[src/rtl/ram_arb_pkg.sv]
// Shared types and helpers for the RAM read arbiter: requester-ID width and
// the {valid,id} record that follows each read through the RAM latency.
package ram_arb_pkg;

  localparam int N_REQ_MAX = 16;

  // Requester-ID width; a single bit is kept even for two requesters.
  function automatic int id_w(input int n);
    return (n <= 2) ? 1 : $clog2(n);
  endfunction

  localparam int ID_W_MAX = id_w(N_REQ_MAX);

  // Sized for the largest supported N_REQ; narrower builds zero-extend the ID.
  typedef struct packed {
    logic                vld;
    logic [ID_W_MAX-1:0] id;
  } inflight_t;

endpackage

[src/rtl/ram_read_arbiter_if.sv]
// Bundle of requester, RAM-side and response signals around ram_read_arbiter.
// The slave modport is the arbiter's view; master is the surrounding logic.
interface ram_read_arbiter_if #(
  parameter int N_REQ     = 4,
  parameter int ADDR_W    = 8,
  parameter int SIZE_DATA = 8
);
  localparam int IW = ram_arb_pkg::id_w(N_REQ);

  logic [N_REQ-1:0]        i_req;
  logic [N_REQ*ADDR_W-1:0] i_addr;
  logic                    i_stall;
  logic [N_REQ-1:0]        o_gnt;
  logic                    o_ram_rd_en;
  logic [ADDR_W-1:0]       o_ram_addr;
  logic [SIZE_DATA-1:0]    i_ram_rd_data;
  logic [N_REQ-1:0]        o_rsp_valid;
  logic [IW-1:0]           o_rsp_id;
  logic [SIZE_DATA-1:0]    o_rsp_data;

  modport slave (
    input  i_req, i_addr, i_stall, i_ram_rd_data,
    output o_gnt, o_ram_rd_en, o_ram_addr, o_rsp_valid, o_rsp_id, o_rsp_data
  );

  modport master (
    output i_req, i_addr, i_stall, i_ram_rd_data,
    input  o_gnt, o_ram_rd_en, o_ram_addr, o_rsp_valid, o_rsp_id, o_rsp_data
  );

endinterface

[src/rtl/ram_arb_picker.sv]
// Combinational one-hot pick of a request vector. Round-robin from ptr by default;
// RAM_ARB_FIXED_PRIO_EN switches to fixed priority (lowest index wins, no ptr port).
module ram_arb_picker
  import ram_arb_pkg::*;
#(
  parameter int N_REQ = 4,
  localparam int IW   = id_w(N_REQ)
) (
`ifndef RAM_ARB_FIXED_PRIO_EN
  input  logic [IW-1:0]    ptr,
`endif
  input  logic [N_REQ-1:0] req,
  output logic [N_REQ-1:0] gnt
);

`ifdef RAM_ARB_FIXED_PRIO_EN

  // Isolate the lowest set bit.
  assign gnt = req & (~req + N_REQ'(1));

`else

  logic [N_REQ-1:0] below_ptr;
  logic [N_REQ-1:0] upper_req;
  logic [N_REQ-1:0] cand;

  // Requests at or above ptr take precedence; otherwise wrap to the lowest index.
  assign below_ptr = (N_REQ'(1) << ptr) - N_REQ'(1);
  assign upper_req = req & ~below_ptr;
  assign cand      = (|upper_req) ? upper_req : req;
  assign gnt       = cand & (~cand + N_REQ'(1));

`endif

endmodule

[src/rtl/ram_read_arbiter.sv]
// Round-robin read arbiter sharing one single-read-port RAM among N_REQ requesters,
// routing read data back by requester ID. Define RAM_ARB_FIXED_PRIO_EN for fixed priority.
module ram_read_arbiter
  import ram_arb_pkg::*;
#(
  parameter int N_REQ     = 4,
  parameter int ADDR_W    = 8,
  parameter int SIZE_DATA = 8,
  parameter int RD_LAT    = 2
) (
  input  logic              i_clk,
  input  logic              i_rst_n,
  ram_read_arbiter_if.slave bus
);

  localparam int IW = id_w(N_REQ);

  logic [N_REQ-1:0]  pick;
  logic [N_REQ-1:0]  gnt;
  logic              any_gnt;
  logic [IW-1:0]     gnt_idx;
  logic [ADDR_W-1:0] gnt_addr;

  logic [ADDR_W-1:0] addr_p0;
  inflight_t         inflight_p [RD_LAT+1];

  logic [N_REQ-1:0]     rsp_vld_p1;
  logic [IW-1:0]        rsp_id_p1;
  logic [SIZE_DATA-1:0] rsp_data_p1;

`ifndef RAM_ARB_FIXED_PRIO_EN
  logic [IW-1:0] ptr_q;
`endif

  ram_arb_picker #(
    .N_REQ (N_REQ)
  ) u_picker (
`ifndef RAM_ARB_FIXED_PRIO_EN
    .ptr (ptr_q),
`endif
    .req (bus.i_req),
    .gnt (pick)
  );

  // Grant is combinational; stall and reset both suppress it in the same cycle.
  assign gnt       = (bus.i_stall || !i_rst_n) ? '0 : pick;
  assign any_gnt   = |gnt;
  assign bus.o_gnt = gnt;

  always_comb begin
    gnt_idx  = '0;
    gnt_addr = '0;
    for (int k = 0; k < N_REQ; k++) begin
      if (gnt[k]) begin
        gnt_idx  = IW'(k);
        gnt_addr = bus.i_addr[k*ADDR_W +: ADDR_W];
      end
    end
  end

`ifndef RAM_ARB_FIXED_PRIO_EN
  always_ff @(posedge i_clk or negedge i_rst_n) begin
    if (!i_rst_n) begin
      ptr_q <= '0;
    end else if (any_gnt) begin
      ptr_q <= (gnt_idx == IW'(N_REQ - 1)) ? '0 : gnt_idx + IW'(1);
    end
  end
`endif

  // ---- p0: issue to RAM; stage 0 of the in-flight pipe doubles as the read enable
  always_ff @(posedge i_clk or negedge i_rst_n) begin
    if (!i_rst_n) begin
      addr_p0 <= '0;
    end else if (any_gnt) begin
      addr_p0 <= gnt_addr;
    end
  end

  always_ff @(posedge i_clk or negedge i_rst_n) begin
    if (!i_rst_n) begin
      for (int s = 0; s <= RD_LAT; s++) begin
        inflight_p[s] <= '0;
      end
    end else begin
      inflight_p[0].vld <= any_gnt;
      inflight_p[0].id  <= ID_W_MAX'(gnt_idx);
      for (int s = 1; s <= RD_LAT; s++) begin
        inflight_p[s] <= inflight_p[s-1];
      end
    end
  end

  assign bus.o_ram_rd_en = inflight_p[0].vld;
  assign bus.o_ram_addr  = addr_p0;

  // ---- p1: capture RAM data for the owning requester; ID/data hold between strobes
  always_ff @(posedge i_clk or negedge i_rst_n) begin
    if (!i_rst_n) begin
      rsp_vld_p1  <= '0;
      rsp_id_p1   <= '0;
      rsp_data_p1 <= '0;
    end else if (inflight_p[RD_LAT].vld) begin
      rsp_vld_p1  <= N_REQ'(1) << inflight_p[RD_LAT].id;
      rsp_id_p1   <= IW'(inflight_p[RD_LAT].id);
      rsp_data_p1 <= bus.i_ram_rd_data;
    end else begin
      rsp_vld_p1  <= '0;
    end
  end

  assign bus.o_rsp_valid = rsp_vld_p1;
  assign bus.o_rsp_id    = rsp_id_p1;
  assign bus.o_rsp_data  = rsp_data_p1;

endmodule

[src/flat_wrapper.sv]
// flat-port wrapper written by rule: the top's interface ports become plain ports
module ram_read_arbiter_flat import ram_arb_pkg::*;
#(
  parameter int N_REQ     = 4,
  parameter int ADDR_W    = 8,
  parameter int SIZE_DATA = 8,
  parameter int RD_LAT    = 2
)
  (i_clk, i_rst_n, bus_i_req, bus_i_addr, bus_i_stall, bus_i_ram_rd_data, bus_o_gnt, bus_o_ram_rd_en, bus_o_ram_addr, bus_o_rsp_valid, bus_o_rsp_id, bus_o_rsp_data);
  ram_read_arbiter_if #(.N_REQ(N_REQ), .ADDR_W(ADDR_W), .SIZE_DATA(SIZE_DATA)) bus_i ();
  input  logic i_clk;
  input  logic i_rst_n;
  input wire logic [$bits(bus_i.i_req)-1:0] bus_i_req;
  input wire logic [$bits(bus_i.i_addr)-1:0] bus_i_addr;
  input wire logic [$bits(bus_i.i_stall)-1:0] bus_i_stall;
  input wire logic [$bits(bus_i.i_ram_rd_data)-1:0] bus_i_ram_rd_data;
  output wire logic [$bits(bus_i.o_gnt)-1:0] bus_o_gnt;
  output wire logic [$bits(bus_i.o_ram_rd_en)-1:0] bus_o_ram_rd_en;
  output wire logic [$bits(bus_i.o_ram_addr)-1:0] bus_o_ram_addr;
  output wire logic [$bits(bus_i.o_rsp_valid)-1:0] bus_o_rsp_valid;
  output wire logic [$bits(bus_i.o_rsp_id)-1:0] bus_o_rsp_id;
  output wire logic [$bits(bus_i.o_rsp_data)-1:0] bus_o_rsp_data;
  assign bus_i.i_req = bus_i_req;
  assign bus_i.i_addr = bus_i_addr;
  assign bus_i.i_stall = bus_i_stall;
  assign bus_i.i_ram_rd_data = bus_i_ram_rd_data;
  assign bus_o_gnt = bus_i.o_gnt;
  assign bus_o_ram_rd_en = bus_i.o_ram_rd_en;
  assign bus_o_ram_addr = bus_i.o_ram_addr;
  assign bus_o_rsp_valid = bus_i.o_rsp_valid;
  assign bus_o_rsp_id = bus_i.o_rsp_id;
  assign bus_o_rsp_data = bus_i.o_rsp_data;
  ram_read_arbiter #(.N_REQ(N_REQ), .ADDR_W(ADDR_W), .SIZE_DATA(SIZE_DATA), .RD_LAT(RD_LAT)) u_core (.i_clk(i_clk), .i_rst_n(i_rst_n), .bus(bus_i));
endmodule
[config.mk]
export PLATFORM = sky130hd
export DESIGN_NAME = ram_read_arbiter_flat
export DESIGN_NICKNAME = d
export VERILOG_FILES = /design/src/rtl/ram_arb_pkg.sv /design/src/rtl/ram_read_arbiter_if.sv /design/src/rtl/ram_arb_picker.sv /design/src/rtl/ram_read_arbiter.sv /design/src/flat_wrapper.sv
export SDC_FILE = /design/constraint.sdc
export NUM_CORES = 1
export LEC_CHECK = 0
export ABC_AREA = 1
export BUFFER_PORTS_ARGS = -buffer_cell sky130_fd_sc_hd__buf_2
export CAP_MARGIN = 30
export CELL_PAD_IN_SITES_DETAIL_PLACEMENT = 0
export CELL_PAD_IN_SITES_GLOBAL_PLACEMENT = 1
export CORE_MARGIN = 2
export CORE_UTILIZATION = 35
export DETAILED_ROUTE_END_ITERATION = 16
export PLACE_DENSITY = 0.92
export REMOVE_ABC_BUFFERS = 1
export SYNTH_ARGS = -nofsm -noshare
export SYNTH_HDL_FRONTEND = slang
export SYNTH_SLANG_ARGS = --single-unit
[constraint.sdc]
create_clock -name i_clk -period 4.45 [get_ports i_clk]
set_clock_uncertainty 0.2 [all_clocks]
set_input_delay 0.6675 -clock i_clk [delete_from_list [all_inputs] [get_ports i_clk]]
set_output_delay 0.6675 -clock i_clk [all_outputs]
set_load 0.02 [all_outputs]
==> results of run 1 <==
## power by group
part	internal (uW)	leakage (uW)	total, uW	switching [uW]
clock network	111	0.0000395	205	94.6
registers	403	0.000420	467	63.3
logic	167	0.000673	438	271
total	681	0.00113	1110	429
## per-layer routing
metal	global-route usage	up-vias	wire length, microns
met5	0	-	0
met3	0.0541	6	330
met2	0.239	60	1560
met1	0.179	568	1520
met4	0.0503	0	46
li1	-	693	-
## cell type report
cell class	instances	area [sq um]	share of cell area
sequential	33	826	0.403
clock buffer	8	80.1	0.0390
tap	52	65.1	0.0317
inverter	18	67.6	0.0329
multi-input combinational	111	639	0.312
timing repair buffer	74	373	0.182
## worst min path at each step
stage | from | slack, ns | cells after the start | end
CTS | u_core.inflight_p[9]$_DFF_PN0_ | 0.15 | 0 | u_core.inflight_p[4]$_DFF_PN0_
global placement | u_core.inflight_p[11]$_DFF_PN0_ | 0.13 | 0 | u_core.inflight_p[6]$_DFF_PN0_
detailed placement | u_core.inflight_p[9]$_DFF_PN0_ | 0.13 | 0 | u_core.inflight_p[4]$_DFF_PN0_
floorplan | u_core.inflight_p[5]$_DFF_PN0_ | 0.13 | 0 | u_core.inflight_p[0]$_DFF_PN0_
global route | u_core.inflight_p[9]$_DFF_PN0_ | 0.16 | 0 | u_core.inflight_p[4]$_DFF_PN0_
finish | u_core.inflight_p[9]$_DFF_PN0_ | 0.14 | 0 | u_core.inflight_p[4]$_DFF_PN0_
## cell usage after synthesis
cell type / n
nand2_1: 34
dfrtp_1: 33
nand3_1: 24
inv_1: 16
nor2_1: 15
mux2_2: 8
nor3_1: 8
nand3_2: 4
nand2_2: 3
nor2_2: 3
buf_6: 2
inv_2: 2
nand4_2: 2
o21ai_1: 2
a21boi_4: 1
a21oi_1: 1
a21oi_4: 1
buf_1: 1
buf_2: 1
ha_1: 1
nor2_4: 1
o21a_1: 1
o21ai_0: 1
o21ai_4: 1
## worst register-to-register path, cell delays in order, from the launching register on
cell     delay, ns
dfrtp_1       0.42
nor2_2        0.13
nand2_2       0.12
nand4_2       0.15
nand3_2       0.27
inv_2         0.25
o21ai_4       0.16
inv_1         0.10
ha_1          0.23
nand2_1       0.06
nand2_1       0.05
## logic make-up (layout without fill, tap and decap cells)
| logic type | count (synthesis) | count (layout) | synth area share |
|---|---|---|---|
| and+or+nand+nor | 94 | 94 | 0.293 |
| muxes | 8 | 8 | 0.0576 |
| AOI/OAI and AO/OA | 8 | 8 | 0.0504 |
| DFF | 33 | 33 | 0.528 |
| buffers and inverters | 22 | 100 | 0.0632 |
| adders and majority gates | 1 | 1 | 0.00800 |
## registers in the layout (all words and copies together) (netlist names)
name and count:
u_core.inflight_p 8, u_core.bus.o_ram_addr 8, u_core.bus.o_rsp_data 8, u_core.ptr_q 2, u_core.bus.o_ram_rd_en 1, u_core.bus.o_rsp_valid 4
u_core.bus.o_rsp_id 2
## stage by stage
| step | hold WS, ns | util | worst slack (ns) |
|---|---|---|---|
| finish | 0.144 | 0.474 | 1.44 |
| global route | 0.156 | 0.474 | 1.26 |
| CTS | 0.148 | 0.474 | 1.41 |
| detailed placement | 0.135 | 0.456 | 1.42 |
| global placement | 0.133 | 0.456 | 1.46 |
| floorplan | 0.131 | - | 2.11 |
==> reports/summary.md, run 1 <==
The most critical setup path has its startpoint at i_rst_n. STA classifies the critical path endpoint as an output port. The slowest stage of the critical path is the buf_4 cell. Setup repair after global routing left no endpoint under its margin. Period utilization: 0.676. The total number of H-tree levels is 2. The routed layout has 1327 vias. The relative max-transition margin came out at 0.653. The total of endpoints with negative setup slack in the final report is 0. The antenna diode count was 0; the die span in x was 70.8 microns. Compared with the post-synthesis result, the final layout area differs by 31.1%. The number of cells after detailed placement is 288, and the number of gates given a new drive strength after cts is 0. The most numerous cell type found on the critical path is buf_2.

In this run the worst setup path terminates at bus_o_gnt[3]. The worst register-to-register path has a depth of 10. At the worst endpoint, the required time is 3.58 ns. In this run, synthesis produced a sequential element count of 33. Number of pins with negative max-slew slack in the final report: 0.

The pre-antenna-repair detailed-routing pass consisted of 4 iterations. The final layout contains 291 nets. The startpoint identified for the worst register-to-register timing path is u_core.ptr_q[0]$_DFFE_PN0P_.

The proportion of layout cells with a drive suffix above 1 is 0.430. The fmax was 333 MHz; the worst IR drop on VDD was 0.000147 V. The critical path data arrival time came out at 2.14 ns.

The first global-routing pass estimated 5780 microns of wire. Walking the worst path, the cells encountered are buf_2, buf_4, inv_1, nor2_1, nand3_2, nor2_4, buf_2. The post-synthesis area per instance is 9.42 sq um. Detailed placement finished with a half-perimeter wire length of 2750 microns. Critical setup path kind: input pin to output port. The unique cell type count in the Yosys netlist was 24; the warning count from the yosys run was 0. After routing the design area is 2050 sq um. The number of global-route vias before repair is 1307, and the insertion delay of the later-clocked pin in the worst-skew pair is 0.28 ns. The endpoint identified for the worst register-to-register timing path is u_core.ptr_q[1]$_DFFE_PN0P_. The area of the die is 5020 sq um, and the core box area is 4320 sq um.

For this block, the initial DRC count from the detailed router was 49. Buffers plus inverters on the worst setup path: 4. In this design, the stage delay of the slowest critical-path cell is 0.36 ns.

The tools report the number of hold violations in the final report as 0. The cell sitting at the root of the clock tree is a clkbuf_8. During I/O placement, the number of pins put on the boundary was 74. Counting buffers and inverters, the worst setup path is 7 cells deep.

TritonCTS built the clock tree. The share of synthesized area occupied by flip-flops and latches is 0.528. The number of filler instances in the final layout was 433. The flow ran to the end, and the final reports show no timing, DRC or antenna violations.

In this run the cell area measured after placement is 1970 sq um. STA classifies the critical path startpoint as an input pin. The overall routed net length was 3460 microns; the count of input and output buffers was 73.

For the final routed database, the setup TNS stands at 0 ns. After detailed routing, the average wire length per cell comes to 11.7 microns. The congestion estimate from routability-driven global placement came to 0.764.

The family of cells with the greatest summed delay on the critical path was simple AND/OR/NAND/NOR gates. For the initial antenna violation count, the log shows 0. Entering global routing, the biggest net connects 35 pins. The die outline height is 70.8 microns. For this design the ratio of total power to cell area is 541 nW/um^2. Across all register-to-register paths, the minimum setup slack is 2.21 ns. The run gives 1560 sq um as the combined area of all synthesized cells. The min-delay analysis places its worst path in the category flop to flop. The tools report the number of buffers on the longest clock path as 2. The number of hold buffers added after CTS was 0. The tools report the static leakage power as 0.00113 uW. The slew of the pin with the lowest slew margin was 0.520 ns. Ranked by total cell area, the synthesized netlist is headed by dfrtp_1, nand2_1, nand3_1. The largest fanout of any net on the critical path is 34. In the layout the commonest cells are buf_2, nand2_1, dfrtp_1, nand3_1, inv_1. The max capacitance violation total is 0, and the number of setup buffers added after CTS is 0. The tools report the post-synthesis cell count as 166.

The clock sink total is 33, and the area share of the largest cell type after synthesis is 0.528. The worst path needs 3.01 ns of the cycle, external delays included. The floorplan has 24 rows. The final antenna-violating net count was 0; the total DRC errors in the routed layout was 0. After clock tree synthesis, the clock-pin slew on the worst setup and hold paths is 0.06 ns. The commonest non-fill, non-tap cell in the layout was buf_2.

The detailed-route vias per instance was 4.48. Summed over all layers, the global routing overflow is 0. Cell type with the largest total area after synthesis: dfrtp_1.

The initial core utilization came out at 0.362. The number of clock buffers added by TritonCTS is 5. The global-route total usage across every layer was 0.146; the overall power was 1110 uW. The tools report the non-filler instance count after layout as 296.
Power figures use the tool's default switching activity.
==> run 2: changes to the inputs <==
--- a/config.mk
+++ b/config.mk
@@ -5,7 +5,7 @@
 export SDC_FILE = /design/constraint.sdc
 export NUM_CORES = 1
 export LEC_CHECK = 0
-export ABC_AREA = 1
+export ABC_AREA = 0
 export BUFFER_PORTS_ARGS = -buffer_cell sky130_fd_sc_hd__buf_2
 export CAP_MARGIN = 30
 export CELL_PAD_IN_SITES_DETAIL_PLACEMENT = 0
@@ -13,7 +13,7 @@
 export CORE_MARGIN = 2
 export CORE_UTILIZATION = 35
 export DETAILED_ROUTE_END_ITERATION = 16
-export PLACE_DENSITY = 0.92
+export PLACE_DENSITY = 0.88
 export REMOVE_ABC_BUFFERS = 1
 export SYNTH_ARGS = -nofsm -noshare
 export SYNTH_HDL_FRONTEND = slang
==> constraint.sdc (replaced) <==
create_clock -name i_clk -period 3.02 [get_ports i_clk]
set_clock_uncertainty 0.2 [all_clocks]
set_input_delay 0.453 -clock i_clk [delete_from_list [all_inputs] [get_ports i_clk]]
set_output_delay 0.453 -clock i_clk [all_outputs]
set_load 0.02 [all_outputs]
==> run 2 against run 1 <==
  * Total power up 17%
  * Setup slack lost 0.93 ns
  * Non-clock buffer count up 2
  * Via count increased by 12%
  * Synthesized cell count shrank 7.2%
  * Critical endpoint is now bus_o_gnt[1]
  * Largest cell class unchanged
==> reports/summary.md, run 2 <==
The TritonCTS buffer count came out at 5 (unchanged). The family of cells with the greatest summed delay on the critical path is compound AO/OA/AOI/OAI gates. The count of routing violations after the opening detailed-route iteration is 60 (+22%). The number of gates given a new drive strength after cts was 0 (unchanged); the first-pass GRT wire length was 6540 microns (+13%). TritonCTS built the clock tree.

The multiplexer fraction of the synthesized cell area was 0.0529 (-0.00466); the die span in x was 73.7 microns (+4.1%). The synthesized-area fraction occupied by adder cells was 0.00735 (-0.000647); the overall power was 1300 uW (+17%). The global-route total usage across every layer was 0.155 (+0.00849). The most common flop cell mapped by yosys was dfrtp_1. The total of endpoints with negative setup slack in the final report came out at 0 (unchanged). The static leakage power is 0.00109 uW (-3.5%).

The run gives 276 (-5.2%) as the layout net count. Of all cell types, the one taking the most synthesized area is dfrtp_1. The setup slack of the most critical reg-to-reg path is 0.71 ns (-1.50 ns), and the proportion of layout cells with a drive suffix above 1 is 0.454 (+0.0238). The synthesized-area fraction occupied by ao, oa, aoi and oai cells was 0.199 (+0.148); the fmax was 399 MHz. The share of synthesized registers carrying an async set or reset was 1.00 (unchanged).

The library cells used most frequently in the layout, excluding fill and tap cells, are buf_2, dfrtp_1, nand3_1, nand2_1. The number of pins with negative max-slew slack in the final report is 0 (unchanged), and the core box area is 4690 sq um (+8.5%). The run gives 1.86 ns (-0.28 ns) as the critical path data arrival time.

The worst setup path is launched from a flop. CTS placed an instance of clkbuf_8 at the clock tree root. For the half-perimeter wire length of the detailed placement result, the log shows 3080 microns (+12%).

The tools report the hold buffer count at CTS as 0 (unchanged). The area of the die was 5440 sq um (+8.3%); the area taken by multi-input logic gates was 790 sq um (+23%). Walking the worst path, the cells encountered are o2bb2ai_1, a221o_1, nor2_1, buf_2.

The clock sink total came out at 33 (unchanged). The post-synthesis simple-gate area fraction was 0.205 (-0.0877). Insertion delay of the later-clocked pin in the worst-skew pair: 0.28 ns (about the same). Area used by sequential logic in the layout: 826 sq um (unchanged). Leaving out fill and tap cells, the most frequent cell in the layout is buf_2.

Terminus of the critical flop-to-flop path: u_core.ptr_q[1]$_DFFE_PN0P_. Wire length per cell: 14.1 microns (+21%). The tools report the worst IR drop on VDD as 0.000256 V (+74%). The power density normalized to cell area works out to 586 nW/um^2 (+8.2%). The run gives 74 (unchanged) as the top-level I/O count. The min-delay analysis places its worst path in the category input pin to asynchronous set/reset pin. The pin count of the biggest net entering global routing came out at 35 (unchanged). The logs give 0 ns (unchanged) for the setup TNS and 0 (unchanged) for the final antenna-violating net count. The run gives 2 (unchanged) as the number of buffers on the longest clock path.

Critical setup path kind: flop to output port. Combined area of all synthesized cells: 1700 sq um (+8.8%). The most common cell in the synthesized netlist is dfrtp_1.

The buffers plus inverters on the worst setup path works out to 1 (-3). For the placer congestion estimate, the log shows 0.811 (+6.1%). The commonest cells after synthesis are dfrtp_1, nand3_1, nand2_1. The logs give 0.552 (-0.100) for the relative max-transition margin and 0 (unchanged) for the number of hold violations in the final report.

For the initial antenna violation count, the log shows 0 (unchanged). The total number of H-tree levels is 2 (unchanged). The overall routed net length came out at 3980 microns (+15%). For the worst hold margin, the log shows 0.00642 ns (-0.138 ns). The flow ran to the end, and the final reports show no timing, DRC or antenna violations. The detailed-route vias per instance was 5.24 (+17%).

For the number of setup buffers added after CTS, the log shows 0 (unchanged). The tools report the initial core utilization as 0.363 (+0.000977). The number of global-route vias before repair was 1444 (+10%).

The vias after detailed routing was 1482 (+12%); the XOR/XNOR share of the synthesized area was 0 (unchanged). The smallest clock period supported by the final layout is computed as 2.51 ns. The number of filler instances in the final layout came out at 452 (+4.4%).

The cell row count came out at 25 (+4.2%). The period utilization is 0.831. The area share of the largest cell type after synthesis works out to 0.485 (-0.0427). The tools report the share of synthesized area occupied by flip-flops and latches as 0.485 (-0.0427). The max capacitance violation total came out at 0 (unchanged). The cell count of the worst reg-to-reg path came out at 6 (-4). The tools report the startpoint of the lowest-slack register-to-register path as u_core.ptr_q[1]$_DFFE_PN0P_. Setup repair after global routing left no endpoint under its margin. The number of flops mapped to enable cells by yosys is 0 (unchanged). The clock-pin slew on the worst setup and hold paths is 0.07 ns (about the same).

The total congestion overflow was 0 (unchanged); the count of input and output buffers was 73 (unchanged). The die outline height is 73.7 microns (+4.1%). The logs give 0 (unchanged) for the antenna diode count and 0 (unchanged) for the total DRC errors in the routed layout. The unique cell type count in the Yosys netlist was 37 (+54%). The largest individual stage delay along the critical path comes from the cell a221o_1.

The flip-flop and latch count after synthesis works out to 33 (unchanged). By area, the combinational part of the netlist is dominated by simple AND/OR/NAND/NOR gates. The total iterations of the first detailed-routing run is 4 (unchanged). Ranked by total cell area, the synthesized netlist is headed by dfrtp_1, o31ai_2, mux2_1. The largest fanout of any net on the critical path is 13 (-62%). The area growth from synthesis to layout is 30.0%.

The post-synthesis cell count is 154 (-7.2%), and the largest stage delay on the critical path is 0.58 ns (+0.22 ns). The slew of the pin with the lowest slew margin was 0.671 ns (+0.151 ns). The tools report the kind of capture point of the worst setup path as an output port. The warning count from the yosys run is 0 (unchanged), and the post-synthesis area per instance is 11.0 sq um (+17%). The required time of the critical path came out at 2.37 ns (-1.21 ns).
run 2: cell count changes in the layout (fill, tap and decap cells not counted), sizes merged, moves of 2 or more:
cell and change:
buf +2, nand4 -2, a2bb2oi +8, nor2 -12, clkbuf -2, nor2b +4
nand2 -20, nand3 -12, inv -13, a32oi +8, o31ai +8, o21ai +2
run 2: cell families after synthesis:
kind of cell / after synthesis
and+or+nand+nor: 59
AOI/OAI and AO/OA: 39
DFF: 33
buffers and inverters: 14
muxes: 8
adders and majority gates: 1
run 2: stage by stage:
stage	cells	setup slack (ns)	cell area, sq um	util
CTS	283	0.503	2210	0.471
detailed placement	275	0.505	2090	0.446
global route	283	0.388	2210	0.471
finish	283	0.511	2210	0.471
global placement	275	0.574	2090	0.446
floorplan	145	0.820	1640	-
run 2: layer usage:
metal	vias up	GRT usage	part of all wire
li1	722	-	-
met1	690	0.207	0.43
met2	65	0.243	0.47
met3	5	0.0453	0.090
met4	0	0.0444	0.0083
met5	-	0	0
run 2: worst max path at each step:
| stage | depth (start not counted) | slack, ns | start | end |
|---|---|---|---|---|
| detailed placement | 6 | 0.51 | bus_i_req[2] | u_core.ptr_q[0]$_DFFE_PN0P_ |
| CTS | 4 | 0.50 | u_core.ptr_q[1]$_DFFE_PN0P_ | bus_o_gnt[1] |
| global route | 5 | 0.39 | u_core.ptr_q[1]$_DFFE_PN0P_ | bus_o_gnt[2] |
| global placement | 5 | 0.57 | bus_i_req[2] | bus_o_gnt[3] |
| floorplan | 3 | 0.82 | bus_i_req[1] | bus_o_gnt[3] |
| finish | 4 | 0.51 | u_core.ptr_q[1]$_DFFE_PN0P_ | bus_o_gnt[1] |
run 2: power breakdown:
| group | internal [uW] | switching, uW | total, uW |
|---|---|---|---|
| Sequential | 499 | 35.2 | 534 |
| Combinational | 134 | 202 | 336 |
| Clock | 268 | 158 | 426 |
run 2: layout make-up:
class | instances | share of cell area
Sequential cell | 33 | 0.373
Multi-Input combinational cell | 107 | 0.357
Timing Repair Buffer | 76 | 0.175
Clock buffer | 6 | 0.0373
Tap cell | 54 | 0.0305
Clock inverter | 2 | 0.0170
Inverter | 5 | 0.00962
run 2: worst register-to-register path: stages (launching register included):
cell and delay (ns):
dfrtp_1 0.46, o2bb2ai_1 0.17, a221o_1 0.58, nor3_1 0.39, ha_1 0.30, nand2_1 0.06
o21ai_1 0.05
